**src/rtl/lza_seq_64.sv**
```systemverilog
// lza_seq_64: sequential 64-bit leading-zero counter.
// One shared 16-bit leading-zero counter is reused over the four 16-bit
// chunks of the operand, most significant chunk first. The scan stops
// early at the first chunk that holds a set bit.
// Optional feature: define LZA_SEQ_NORM_EN to also produce the normalized
// operand (operand shifted left by the leading-zero count) on out_norm.
// Without the macro, out_norm is tied to zero and no shifter is built.

module lza_seq_64 (
    input  logic        clk,
    input  logic        rst_n,
    input  logic        clr,
    input  logic        in_valid,
    output logic        in_ready,
    input  logic [63:0] in_data,
    output logic        out_valid,
    input  logic        out_ready,
    output logic [6:0]  out_count,
    output logic        out_zero,
    output logic [63:0] out_norm,
    output logic        busy
);

    typedef enum logic [1:0] {
        IDLE = 2'd0,
        SCAN = 2'd1,
        DONE = 2'd2
    } state_t;

    state_t      state;
    logic [63:0] operand;
    logic [1:0]  idx;
    logic [6:0]  acc;
    logic [15:0] chunk;
    logic [4:0]  cnt;
    logic [6:0]  sum;
    logic        last;

    // Select the chunk currently being scanned, MSB chunk at idx=3
    always_comb begin
        chunk = operand[{idx, 4'b0000} +: 16];
    end

    // Shared 16-bit leading-zero counter; 16 when the chunk is all zero
    always_comb begin
        cnt = 5'd16;
        for (int i = 0; i < 16; i++) begin
            if (chunk[i]) begin
                cnt = 5'(15 - i);
            end
        end
    end

    // Running total and the decision whether this chunk ends the scan
    always_comb begin
        sum  = acc + {2'b00, cnt};
        last = !cnt[4] || (idx == 2'd0);
    end

    // Control FSM with registered handshake and status outputs
    always_ff @(posedge clk or negedge rst_n) begin
        if (!rst_n) begin
            state     <= IDLE;
            in_ready  <= 1'b1;
            out_valid <= 1'b0;
            busy      <= 1'b0;
            out_count <= 7'd0;
            out_zero  <= 1'b0;
            operand   <= 64'd0;
            idx       <= 2'd3;
            acc       <= 7'd0;
        end else if (clr) begin
            state     <= IDLE;
            in_ready  <= 1'b1;
            out_valid <= 1'b0;
            busy      <= 1'b0;
            idx       <= 2'd3;
            acc       <= 7'd0;
        end else begin
            case (state)
                IDLE: begin
                    if (in_valid) begin
                        operand  <= in_data;
                        idx      <= 2'd3;
                        acc      <= 7'd0;
                        state    <= SCAN;
                        in_ready <= 1'b0;
                        busy     <= 1'b1;
                    end
                end
                SCAN: begin
                    if (last) begin
                        out_count <= sum;
                        out_zero  <= (sum == 7'd64);
                        state     <= DONE;
                        out_valid <= 1'b1;
                    end else begin
                        acc <= acc + 7'd16;
                        idx <= idx - 2'd1;
                    end
                end
                DONE: begin
                    if (out_ready) begin
                        state     <= IDLE;
                        out_valid <= 1'b0;
                        in_ready  <= 1'b1;
                        busy      <= 1'b0;
                    end
                end
                default: begin
                    state     <= IDLE;
                    in_ready  <= 1'b1;
                    out_valid <= 1'b0;
                    busy      <= 1'b0;
                end
            endcase
        end
    end

`ifdef LZA_SEQ_NORM_EN
    // Capture the normalized operand in the same edge that finishes the scan
    always_ff @(posedge clk or negedge rst_n) begin
        if (!rst_n) begin
            out_norm <= 64'd0;
        end else if (!clr && (state == SCAN) && last) begin
            out_norm <= operand << sum;
        end
    end
`else
    assign out_norm = 64'd0;
`endif

endmodule

```
**config.mk**
```make
export PLATFORM = sky130hd
export DESIGN_NAME = lza_seq_64
export DESIGN_NICKNAME = d
export VERILOG_FILES = /design/src/rtl/lza_seq_64.sv
export SDC_FILE = /design/constraint.sdc
export NUM_CORES = 1
export LEC_CHECK = 0
export BUFFER_PORTS_ARGS = -buffer_cell sky130_fd_sc_hd__buf_2
export CORE_UTILIZATION = 46
export CTS_CLUSTER_SIZE = 25
export DETAILED_ROUTE_END_ITERATION = 7
export HOLD_SLACK_MARGIN = 0.1
export PLACE_DENSITY_LB_ADDON = 0.25
export REMOVE_ABC_BUFFERS = 1
export SLEW_MARGIN = 20
export SYNTH_ARGS = -nofsm -noshare
export SYNTH_HDL_FRONTEND = slang
export SYNTH_SLANG_ARGS = --single-unit
```
**constraint.sdc**
```tcl
create_clock -name clk -period 4.25 [get_ports clk]
set_input_delay 0.425 -clock clk [delete_from_list [all_inputs] [get_ports clk]]
set_output_delay 0.425 -clock clk [all_outputs]
set_load 0.05 [all_outputs]
```
### Word-level counts from Yosys, hierarchy flattened

Index checks and enable logic that the tools add are counted.

* register bits: 86
* memories: 0
* RAM bits: 0
* bits in latches: 0
* input port bits: 69
* word-level logic and storage cells: 74
* bits in read-only memories: 0
* output and inout bits: 75

* equal/unequal tests: 9
* multiply operators: 0
* shifts and indexed selects: 1
* reduce and logical (&&, ||, !) cells: 11
* bitwise gates (word level): 1
* multiplexer cells: 40
* $add $sub $neg: 3
* order comparisons: 0
* divide/modulo/power cells: 0

Operators by type and width (count)
* $mux 5: 16
* $shiftx 64x7->16: 1
* $mux 7: 3
* $reduce_and 3->1: 6
* $mux 2: 7
* $pmux 7 s2: 1
* $ne 3x3->1 const B: 4
* $pmux 1 s3: 3
* $mux 1: 8
* $add 7x5->7: 1
* $add 7x5->7 const B: 1
* $eq 7x7->1 const B: 1
* $pmux 2 s3: 1
* $logic_not 2->1: 2
* $ne 2x2->1 const B: 2
* $pmux 2 s2: 1
* $reduce_bool 3->1: 1
* $eq 2x1->1 const B: 1
* $eq 2x2->1 const B: 1
* $sub 2x1->2 const B: 1
* $logic_not 1->1: 1
* $logic_or 1x1->1: 1
* $not 1->1: 1

### Logic depth before layout (Yosys ltp)

Gate-level depths: netlist of run 1.

* word-level depth: 22
* gate-level depth with buffers: 13
* mapped depth without buffers: 11

### Worst setup path before layout of run 1

OpenSTA, ideal clock, no wires.

* kind: register -> register
* start: reg idx[1]
* end: reg out_zero
* required time: 4155 ps
* period minus slack after synthesis: 3122 ps
* slack: 1128 ps
* buffers on the path: 2
* data arrival time: 3026 ps
* stages on the path, launching flop included: 11
* setup time: 95 ps
* cells stage by stage: dfstp_2 clkbuf_1 buf_1 mux4_2 nor4_2 nand4bb_4 inv_1 ha_1 nor4_1 nand3_1 o31ai_1

* word-level cells in the longest chain between the ends: 20
* elaborated cells on any way between the ends: 23
* those cells by class: add/sub: 1; eq/ne: 1; shift: 1; mux: 16; reduce/logical: 4

Ends and longest elaborated chain
* from (decl): line 32 `logic [1:0] idx;`
* from (signal assigned): line 99 `idx <= idx - 2'd1;`
* parallel branches: the longest is 20 deep, another holds $shiftx 64x7->16
* to (signal assigned): line 94 `out_zero <= (sum == 7'd64);`
* to (decl): line 19 `output logic out_zero,`

Several ways; the timed one is not identified.
A chain may end at the register's enable or synchronous reset.

### Final worst setup path of run 1

* start: reg idx[0]
* end: reg out_zero

Same word-level chain as after synthesis.

==> summary.txt, run 1 <==
Outcome
  • Status: finished clean

Place
  • DP Area: 4650 um2
  • Hpwl dp: 5.67 mm
  • Port Buffers: 79
  • Routability cong.: 0.763

CTS
  • Post-CTS Hold Buffers: 0
  • Reg clk slew, reported paths: 0.08 ns
  • Post-CTS Setup Inserts: 0
  • Cts bufs inserted: 9
  • Max clock buf depth: 2
  • Worst-Skew Late Latency: 0.35 ns
  • CTS resizes: 0
  • # clock sinks: 82
  • Root Driver: clkbuf_8
  • TritonCTS clock tree: yes
  • Htree depth: 3

Critical path
  • Crit end category: flip-flop
  • Critical path class: flip-flop to flip-flop
  • Critical Path RT: 4.51 ns
  • CP max FO: 18
  • CP arrival: 3.77 ns
  • Critical path launch point type: flip-flop

Yosys
  • Synth Area per Inst: 12.8 um2
  • Largest cells by area after synthesis: dfrtp_1, mux2_2, buf_4
  • Flop and latch count out of synthesis: 82
  • Mapped cell area: 4370 um2
  • Distinct cells, synth: 44
  • Area leader, netlist: dfrtp_1
  • Register area share after synthesis: 0.471
  • Synth warn: 0
  • Top cell type's share of synthesized area: 0.453
  • Primary FF master, synth: dfrtp_1
  • EDFF count, synth: 0
  • Post-Syn Instances: 341
  • Asr flop ratio synth: 1.00

Final layout
  • Area grow syn2layout: 11.5%
  • Cell area after layout: 4870 um2
  • Storage cell area: 2060 um2
  • Fill cells: 787
  • Share of cells above drive strength 1: 0.435
  • Fin nets: 493
  • Final Util: 0.527
  • Antenna cell count: 0
  • Multi-input logic area: 1980 um2

Floorplan
  • Core area: 9240 um2
  • IO Pins: 144
  • DIE AREA: 9890 um2
  • FP Rows: 35
  • Die Span X: 99.4 um
  • Die Ht: 99.4 um
  • Initial core utilization: 0.473

Routing
  • Drt pass-1 iters: 4
  • Detailed Route WL: 7.73 mm
  • # DRC: 0
  • Antenna viol nets, final: 0
  • Via-to-Cell Ratio: 4.81
  • Avg WL per Cell: 13.9 um
  • DRT iter0 DRCs: 64
  • Routed via count: 2666

Timing
  • Final number of hold-violating endpoints: 0
  • F_max: 285 MHz
  • RSZ-0062 raised after global routing: no
  • Slew HR: 0.508
  • Fin crit period: 3.51 ns
  • Final Cycle Share: 0.825
  • Worst Skew: 0.00800 ns
  • Tightest Pin Transition: 0.738 ns
  • Setup violations, final: 0
  • TNS Setup: 0 ns
  • Slew Limit Fails: 0

Job
  • Max cap viols: 0

Global routing
  • Initial antenna violation count: 0
  • First-pass GRT wire length: 12.5 mm
  • Vias in the first global route: 2518
  • GRT Total Usage: 0.166
  • GR Overflow Total: 0
  • Largest net degree at the start of global routing: 83

Pwr
  • Leak: 2.31 nW
  • Final Total Pwr: 2.41 mW
  • VDD IR-drop max: 0.216 mV
  • Cell area power density: 495 nW/um2

Min path
  • Min-delay worst type: primary input to asynchronous set/reset pin
[flip-flops by register name, summed over array words and instances, names as in the netlist]
name / count
acc: 3
busy: 1
idx: 2
in_ready: 1
operand: 64
out_count: 7
out_valid: 1
out_zero: 1
state: 2
[cell type report]
class / instances / share of cell area
well taps: 129 / 0.0331
clock buffers: 11 / 0.0290
flip-flops and latches: 82 / 0.422
clock inverters: 5 / 0.0159
multi-input cells: 236 / 0.406
inverters: 9 / 0.00693
repair buffers: 82 / 0.0871
[worst paths after layout]
path | cells after the start | startpoint | slack, ns | to
min in group clk | 2 | in_data[8] | 0.30 | operand[8]
setup / recovery | 8 | idx[0] | 0.74 | out_zero
hold reg to reg | 2 | out_count[4] | 0.48 | out_count[4]
hold / removal | 1 | rst_n | 0.09 | out_count[3]
setup reg to reg | 8 | idx[0] | 0.74 | out_zero
max in group asynchronous | 1 | rst_n | 3.63 | operand[0]
[Yosys cell counts, types with 3 or more instances]
library cell	count
a211oi_1	3
a21oi_1	8
buf_4	65
clkbuf_1	10
dfrtp_1	79
dfstp_2	3
ha_1	4
inv_1	9
mux2_2	67
mux4_1	4
mux4_2	12
nand2_1	6
nand3_1	3
nor2_1	14
nor2b_1	4
nor3_1	4
o21ai_0	6
o31ai_1	4
or4_1	3
[placed cells by master (no fill, tap or decap), drive strengths merged, types with 6 or more instances in the layout]
cell type | netlist | routed
dfrtp | 79 | 79
mux2 | 67 | 67
nor2 | 14 | 14
o21ai | 8 | 8
conb | 1 | 65
inv | 9 | 9
clkbuf | 10 | 11
a21oi | 8 | 8
mux4 | 16 | 16
nand2 | 6 | 6
buf | 68 | 82
[critical path, cell delays in order (launching register included)]
cell and delay (ns):
dfstp_2 0.91, mux4_1 0.67, or4_1 0.56, nand4bb_4 0.31, inv_1 0.10, ha_1 0.26, nor4_1 0.29, nand3_1 0.11
o31ai_1 0.22
[through the flow]
stage,std cells,hold WS (ns),worst slack (ns)
4_1_cts,554,0.283,0.705
6_report,554,0.0931,0.742
3_5_place_dp,538,0.471,0.722
2_1_floorplan,327,0.129,-1.44
3_3_place_gp,538,0.460,0.834
5_1_grt,554,0.156,0.535
[per-layer routing]
metal | global-route usage | share of wire | vias to the layer above
li1 | - | - | 1247
met1 | 0.224 | 0.46 | 1315
met2 | 0.259 | 0.48 | 93
met3 | 0.0401 | 0.042 | 11
met4 | 0.0679 | 0.017 | 0
met5 | 0 | 0 | -
[kinds of logic after synthesis]
family          after synthesis  synth area share
buf+inv                      87             0.133
mux                          85             0.263
flops                        82             0.471
simple gates                 47            0.0642
compound gates               32            0.0510
fa+ha+maj                     4            0.0115
xor+xnor                      3           0.00602
other cells                   1          0.000859
[power breakdown]
part	leakage [nW]	total [mW]	switching, mW	internal (mW)
clock network	0.109	0.616	0.271	0.345
registers	0.983	1.08	0.113	0.969
logic	1.22	0.715	0.401	0.314
Power figures use the tool's default switching activity.
==> run 2: changes to the inputs <==
==> constraint.sdc (replaced) <==
create_clock -name clk -period 3 [get_ports clk]
set_input_delay 0.3 -clock clk [delete_from_list [all_inputs] [get_ports clk]]
set_output_delay 0.3 -clock clk [all_outputs]
set_load 0.05 [all_outputs]
==> summary.txt, run 2 (synthesized netlist as in run 1, its figures left out) <==
Outcome
  • Status: finished, violations left
  • Violated checks: setup timing

Routing
  • Routed via count: 2834
  • Via-to-Cell Ratio: 4.81
  • Avg WL per Cell: 14.5 um
  • Antenna viol nets, final: 0
  • # DRC: 0
  • Detailed Route WL: 8.56 mm
  • Drt pass-1 iters: 4
  • DRT iter0 DRCs: 111

Global routing
  • Initial antenna violation count: 0
  • GR Overflow Total: 0
  • First-pass GRT wire length: 13.6 mm
  • GRT Total Usage: 0.181
  • Largest net degree at the start of global routing: 83
  • Vias in the first global route: 2799

Place
  • Inst Count DP: 559
  • Setup WS pre-CTS: -0.129 ns
  • Port Buffers: 79
  • Hpwl dp: 6.00 mm
  • Routability cong.: 0.753

Final layout
  • Most flops, register: operand
  • Fin nets: 528
  • Most common library cell in the layout ignoring fill and taps: dfrtp_1
  • Multi-input logic area: 2050 um2
  • Most frequent cells in the layout: dfrtp_1, buf_2, mux2_2
  • Area grow syn2layout: 20.5%
  • Fill cells: 764
  • Post-route insts no fill: 589
  • Antenna cell count: 0
  • Biggest regs: operand x64, out_count x7, acc x3
  • Share of cells above drive strength 1: 0.513
  • Largest register FFs: 64
  • Storage cell area: 2060 um2

Timing
  • Worst Skew: 0.0107 ns
  • F_max: 318 MHz
  • TNS Setup: -0.230 ns
  • Fin crit period: 3.14 ns
  • Final Cycle Share: 1.05
  • Final number of hold-violating endpoints: 0
  • Slew Limit Fails: 0
  • Fin worst setup slack: -0.143 ns
  • Setup violations, final: 6
  • Tightest Pin Transition: 0.731 ns
  • Slew HR: 0.513
  • RSZ-0062 raised after global routing: yes

Critical path
  • Critical path launch point type: flip-flop
  • Reg2Reg Capture Point: out_zero
  • Crit end category: flip-flop
  • Most used cell along the critical path: buf_12
  • Crit path largest cell delay: 0.64 ns
  • Worst path bufs/invs: 3
  • Critical Path Sink: out_zero
  • CP max FO: 5
  • Slowest-stage cell, CP: dfstp_4
  • Critical Path RT: 3.26 ns
  • Length in cells of the worst reg-to-reg path: 12
  • R2R setup slack: -0.14 ns
  • Crit path from: idx[0]
  • CP top delay family: compound AO/OA/AOI/OAI gates
  • CP arrival: 3.40 ns
  • Critical path class: flip-flop to flip-flop
  • Crit Reg-Reg Startpoint: idx[0]
  • CP cell instances: buf_12, buf_12, buf_4, mux4_2, o21ai_2, a211oi_2, o31ai_2, a211oi_1, ha_1, nor4_2, nand3_1, o31ai_1
  • Instance count on the critical path: 12

Min path
  • Min-delay worst type: primary input to flip-flop

CTS
  • TritonCTS clock tree: yes
  • Reg clk slew, reported paths: 0.09 ns
  • # clock sinks: 82
  • Htree depth: 3
  • Root Driver: clkbuf_8
  • Worst-Skew Late Latency: 0.35 ns
  • Max clock buf depth: 2
  • Cts bufs inserted: 9

Floorplan
  • DIE AREA: 9890 um2
  • Die Span X: 99.4 um
  • FP Rows: 35
  • Initial core utilization: 0.473
  • Die Ht: 99.4 um
  • Core area: 9240 um2
  • IO Pins: 144

Job
  • Max cap viols: 0

Pwr
  • Leak: 2.48 nW
  • VDD IR-drop max: 0.316 mV
  • Cell area power density: 679 nW/um2
run 2: cell count changes in the layout (fill, tap and decap cells not counted), moves of 3 or more:
cell,delta
buf_6,+3
o21ai_0,-3
buf_4,+26
buf_12,+4
run 2: stage by stage:
stage	cell area, um2	util	hold WS (ns)	power, mW
after floorplan	4060	-	0.00441	2.33
after global placement	4830	0.523	0.460	2.63
after detailed placement	4830	0.523	0.470	2.66
after CTS	5120	0.554	0.149	3.53
after global routing	5260	0.570	0.152	3.77
final	5260	0.570	0.166	3.57
run 2: timing repair:
action / in CTS / in global routing
buffers inserted: 7 / 6
pin swaps: 5 / 10
endpoints found under the setup margin: 5 / 13
resized for setup: 11 / 18
hold endpoints to repair: 0 / 79
hold buffers: 0 / 1
run 2: area by class of cell:
cell class | instances | share of cell area
clock inverters | 7 | 0.0147
repair buffers | 117 | 0.144
well taps | 129 | 0.0307
flip-flops and latches | 82 | 0.391
inverters | 9 | 0.00642
clock buffers | 9 | 0.0235
multi-input cells | 236 | 0.389
run 2: how the worst min path moves through the flow:
stage | to | start | depth (start not counted)
floorplan | acc[4] | rst_n | 0
global placement | out_count[2] | out_count[2] | 1
detailed placement | out_count[6] | out_count[6] | 2
CTS | operand[12] | rst_n | 1
global route | operand[47] | in_data[47] | 2
finish | operand[63] | in_data[63] | 2
run 2: report_power, final:
group          switching [mW]  internal [mW]  total (mW)
combinational           0.644          0.583        1.23
sequential              0.160           1.37        1.53
clock                   0.423          0.391       0.814
total                    1.23           2.35        3.57
run 2: routing by layer:
layer  vias to the layer above  wire length [um]  track usage
met2                       112              4350        0.287
li1                       1317                 -            -
met4                         0               139       0.0814
met5                         -                 0            0
met1                      1393              3620        0.239
met3                        12               452       0.0422
==> run 3: changes to the inputs <==
--- a/config.mk
+++ b/config.mk
@@ -6,7 +6,7 @@
 export NUM_CORES = 1
 export LEC_CHECK = 0
 export BUFFER_PORTS_ARGS = -buffer_cell sky130_fd_sc_hd__buf_2
-export CORE_UTILIZATION = 46
+export CORE_UTILIZATION = 51
 export CTS_CLUSTER_SIZE = 25
 export DETAILED_ROUTE_END_ITERATION = 7
 export HOLD_SLACK_MARGIN = 0.1
==> constraint.sdc (replaced) <==
create_clock -name clk -period 3.5 [get_ports clk]
set_input_delay 0.35 -clock clk [delete_from_list [all_inputs] [get_ports clk]]
set_output_delay 0.35 -clock clk [all_outputs]
set_load 0.005 [all_outputs]
==> summary.txt, run 3 (synthesized netlist as in run 1, its figures left out) <==
Outcome
  • Status: finished clean

Routing
  • # DRC: 0
  • Antenna viol nets, final: 0
  • Routed via count: 2636
  • DRT iter0 DRCs: 100
  • Via-to-Cell Ratio: 4.94
  • Detailed Route WL: 7.78 mm
  • Drt pass-1 iters: 4
  • Avg WL per Cell: 14.6 um

Timing
  • Fin Hold WS: 0.227 ns
  • Slew Limit Fails: 0
  • Final number of hold-violating endpoints: 0
  • Final Cycle Share: 0.934
  • Fin crit period: 3.27 ns
  • Slew HR: 0.478
  • Tightest Pin Transition: 0.783 ns
  • RSZ-0062 raised after global routing: no
  • Fin worst setup slack: 0.232 ns
  • Worst Skew: 0.00713 ns
  • Setup violations, final: 0
  • F_max: 306 MHz

Final layout
  • Fin nets: 497
  • Antenna cell count: 0
  • Share of cells above drive strength 1: 0.438
  • Final Util: 0.594
  • Biggest regs: operand x64, out_count x7, acc x3
  • Area grow syn2layout: 12.4%
  • Largest register FFs: 64
  • Most common library cell in the layout ignoring fill and taps: dfrtp_1
  • Most flops, register: operand
  • Most frequent cells in the layout: dfrtp_1, buf_2, mux2_2
  • Cell area after layout: 4910 um2

Floorplan
  • Die Ht: 94.5 um
  • Die Span X: 94.5 um
  • DIE AREA: 8940 um2
  • Initial core utilization: 0.529
  • IO Pins: 144
  • FP Rows: 33
  • Core area: 8260 um2

Critical path
  • Critical path launch point type: flip-flop
  • Length in cells of the worst reg-to-reg path: 9
  • Crit path largest cell delay: 0.68 ns
  • Critical path class: flip-flop to flip-flop
  • R2R setup slack: 0.23 ns
  • CP cell instances: buf_4, mux4_2, or4_4, nand4bb_4, inv_1, ha_1, nor4_1, nand3_1, o31ai_1
  • CP max FO: 9
  • CP top delay family: simple AND/OR/NAND/NOR gates
  • Slowest-stage cell, CP: dfstp_2
  • CP arrival: 3.52 ns
  • Crit Reg-Reg Startpoint: idx[0]
  • Crit end category: flip-flop
  • Critical Path RT: 3.75 ns
  • Reg2Reg Capture Point: out_zero
  • Worst path bufs/invs: 2

Place
  • Setup WS pre-CTS: 0.233 ns
  • Hpwl dp: 5.76 mm
  • Routability cong.: 0.760
  • DP Area: 4640 um2
  • Port Buffers: 79

Pwr
  • VDD IR-drop max: 0.300 mV
  • Cell area power density: 574 nW/um2
  • Leak: 2.34 nW

CTS
  • Root Driver: clkbuf_8
  • TritonCTS clock tree: yes
  • # clock sinks: 82
  • Htree depth: 3
  • Post-CTS Setup Inserts: 0
  • Max clock buf depth: 2
  • Reg clk slew, reported paths: 0.08 ns
  • Worst-Skew Late Latency: 0.35 ns
  • Cts bufs inserted: 9

Global routing
  • GR Overflow Total: 0
  • First-pass GRT wire length: 12.4 mm
  • Initial antenna violation count: 0
  • Vias in the first global route: 2503
  • Largest net degree at the start of global routing: 83
  • GRT Total Usage: 0.184

Min path
  • Hold Crit Depth: 2
  • Hold Path Origin: in_data[27]
  • Min-Delay Endpoint: operand[27]
  • Min-delay worst type: primary input to flip-flop

Job
  • Max cap viols: 0
[run 3: cell types whose count changed in the layout (fill, tap and decap cells not counted), sizes merged]
cell,delta
bufinv,+2
clkbuf,+3
inv,-2
clkinv,-1
buf,-31
clkinvlp,-2
[run 3: area by class of cell]
| type | instances | area [um2] |
|---|---|---|
| Clock buffer | 12 | 155 |
| Clock inverter | 4 | 97.6 |
| Fill cell | 683 | 3350 |
| Inverter | 9 | 33.8 |
| Multi-Input combinational cell | 236 | 1980 |
| Sequential cell | 82 | 2060 |
| Tap cell | 105 | 131 |
| Timing Repair Buffer | 86 | 457 |
[run 3: metal layers]
layer  global-route usage  routed length [um]
met1                0.262                3650
met2                0.278                3580
met3               0.0370                 389
met4               0.0732                 160
met5                    0                   0
[run 3: what timing repair did]
item | in CTS | in global routing
hold buffers | 0 | 1
gates resized for setup | 0 | 0
hold endpoints to repair | 0 | 2
[run 3: power breakdown]
group / internal, mW / total, mW / leakage, nW / switching [mW]
logic: 0.386 / 0.652 / 1.23 / 0.266
clock network: 0.513 / 0.839 / 0.123 / 0.326
registers: 1.18 / 1.33 / 0.983 / 0.148
total: 2.08 / 2.82 / 2.34 / 0.740
[run 3: stage by stage]
| stage | TNS, ns | total power, mW | instances |
|---|---|---|---|
| after global routing | 0 | 2.98 | 534 |
| after floorplan | -142.00 | 1.78 | 327 |
| after detailed placement | 0 | 2.00 | 517 |
| final | 0 | 2.82 | 534 |
| after global placement | 0 | 1.97 | 517 |
| after CTS | 0 | 2.85 | 533 |
[run 3: worst max path at each step]
stage               startpoint          to  slack, ns  cells past startpoint
floorplan             state[0]  operand[0]      -2.19                      3
global placement        idx[0]    out_zero       0.33                      9
detailed placement      idx[0]    out_zero       0.23                      9
CTS                     idx[0]    out_zero       0.21                      9
global route            idx[0]    out_zero       0.04                      9
finish                  idx[0]    out_zero       0.23                      9
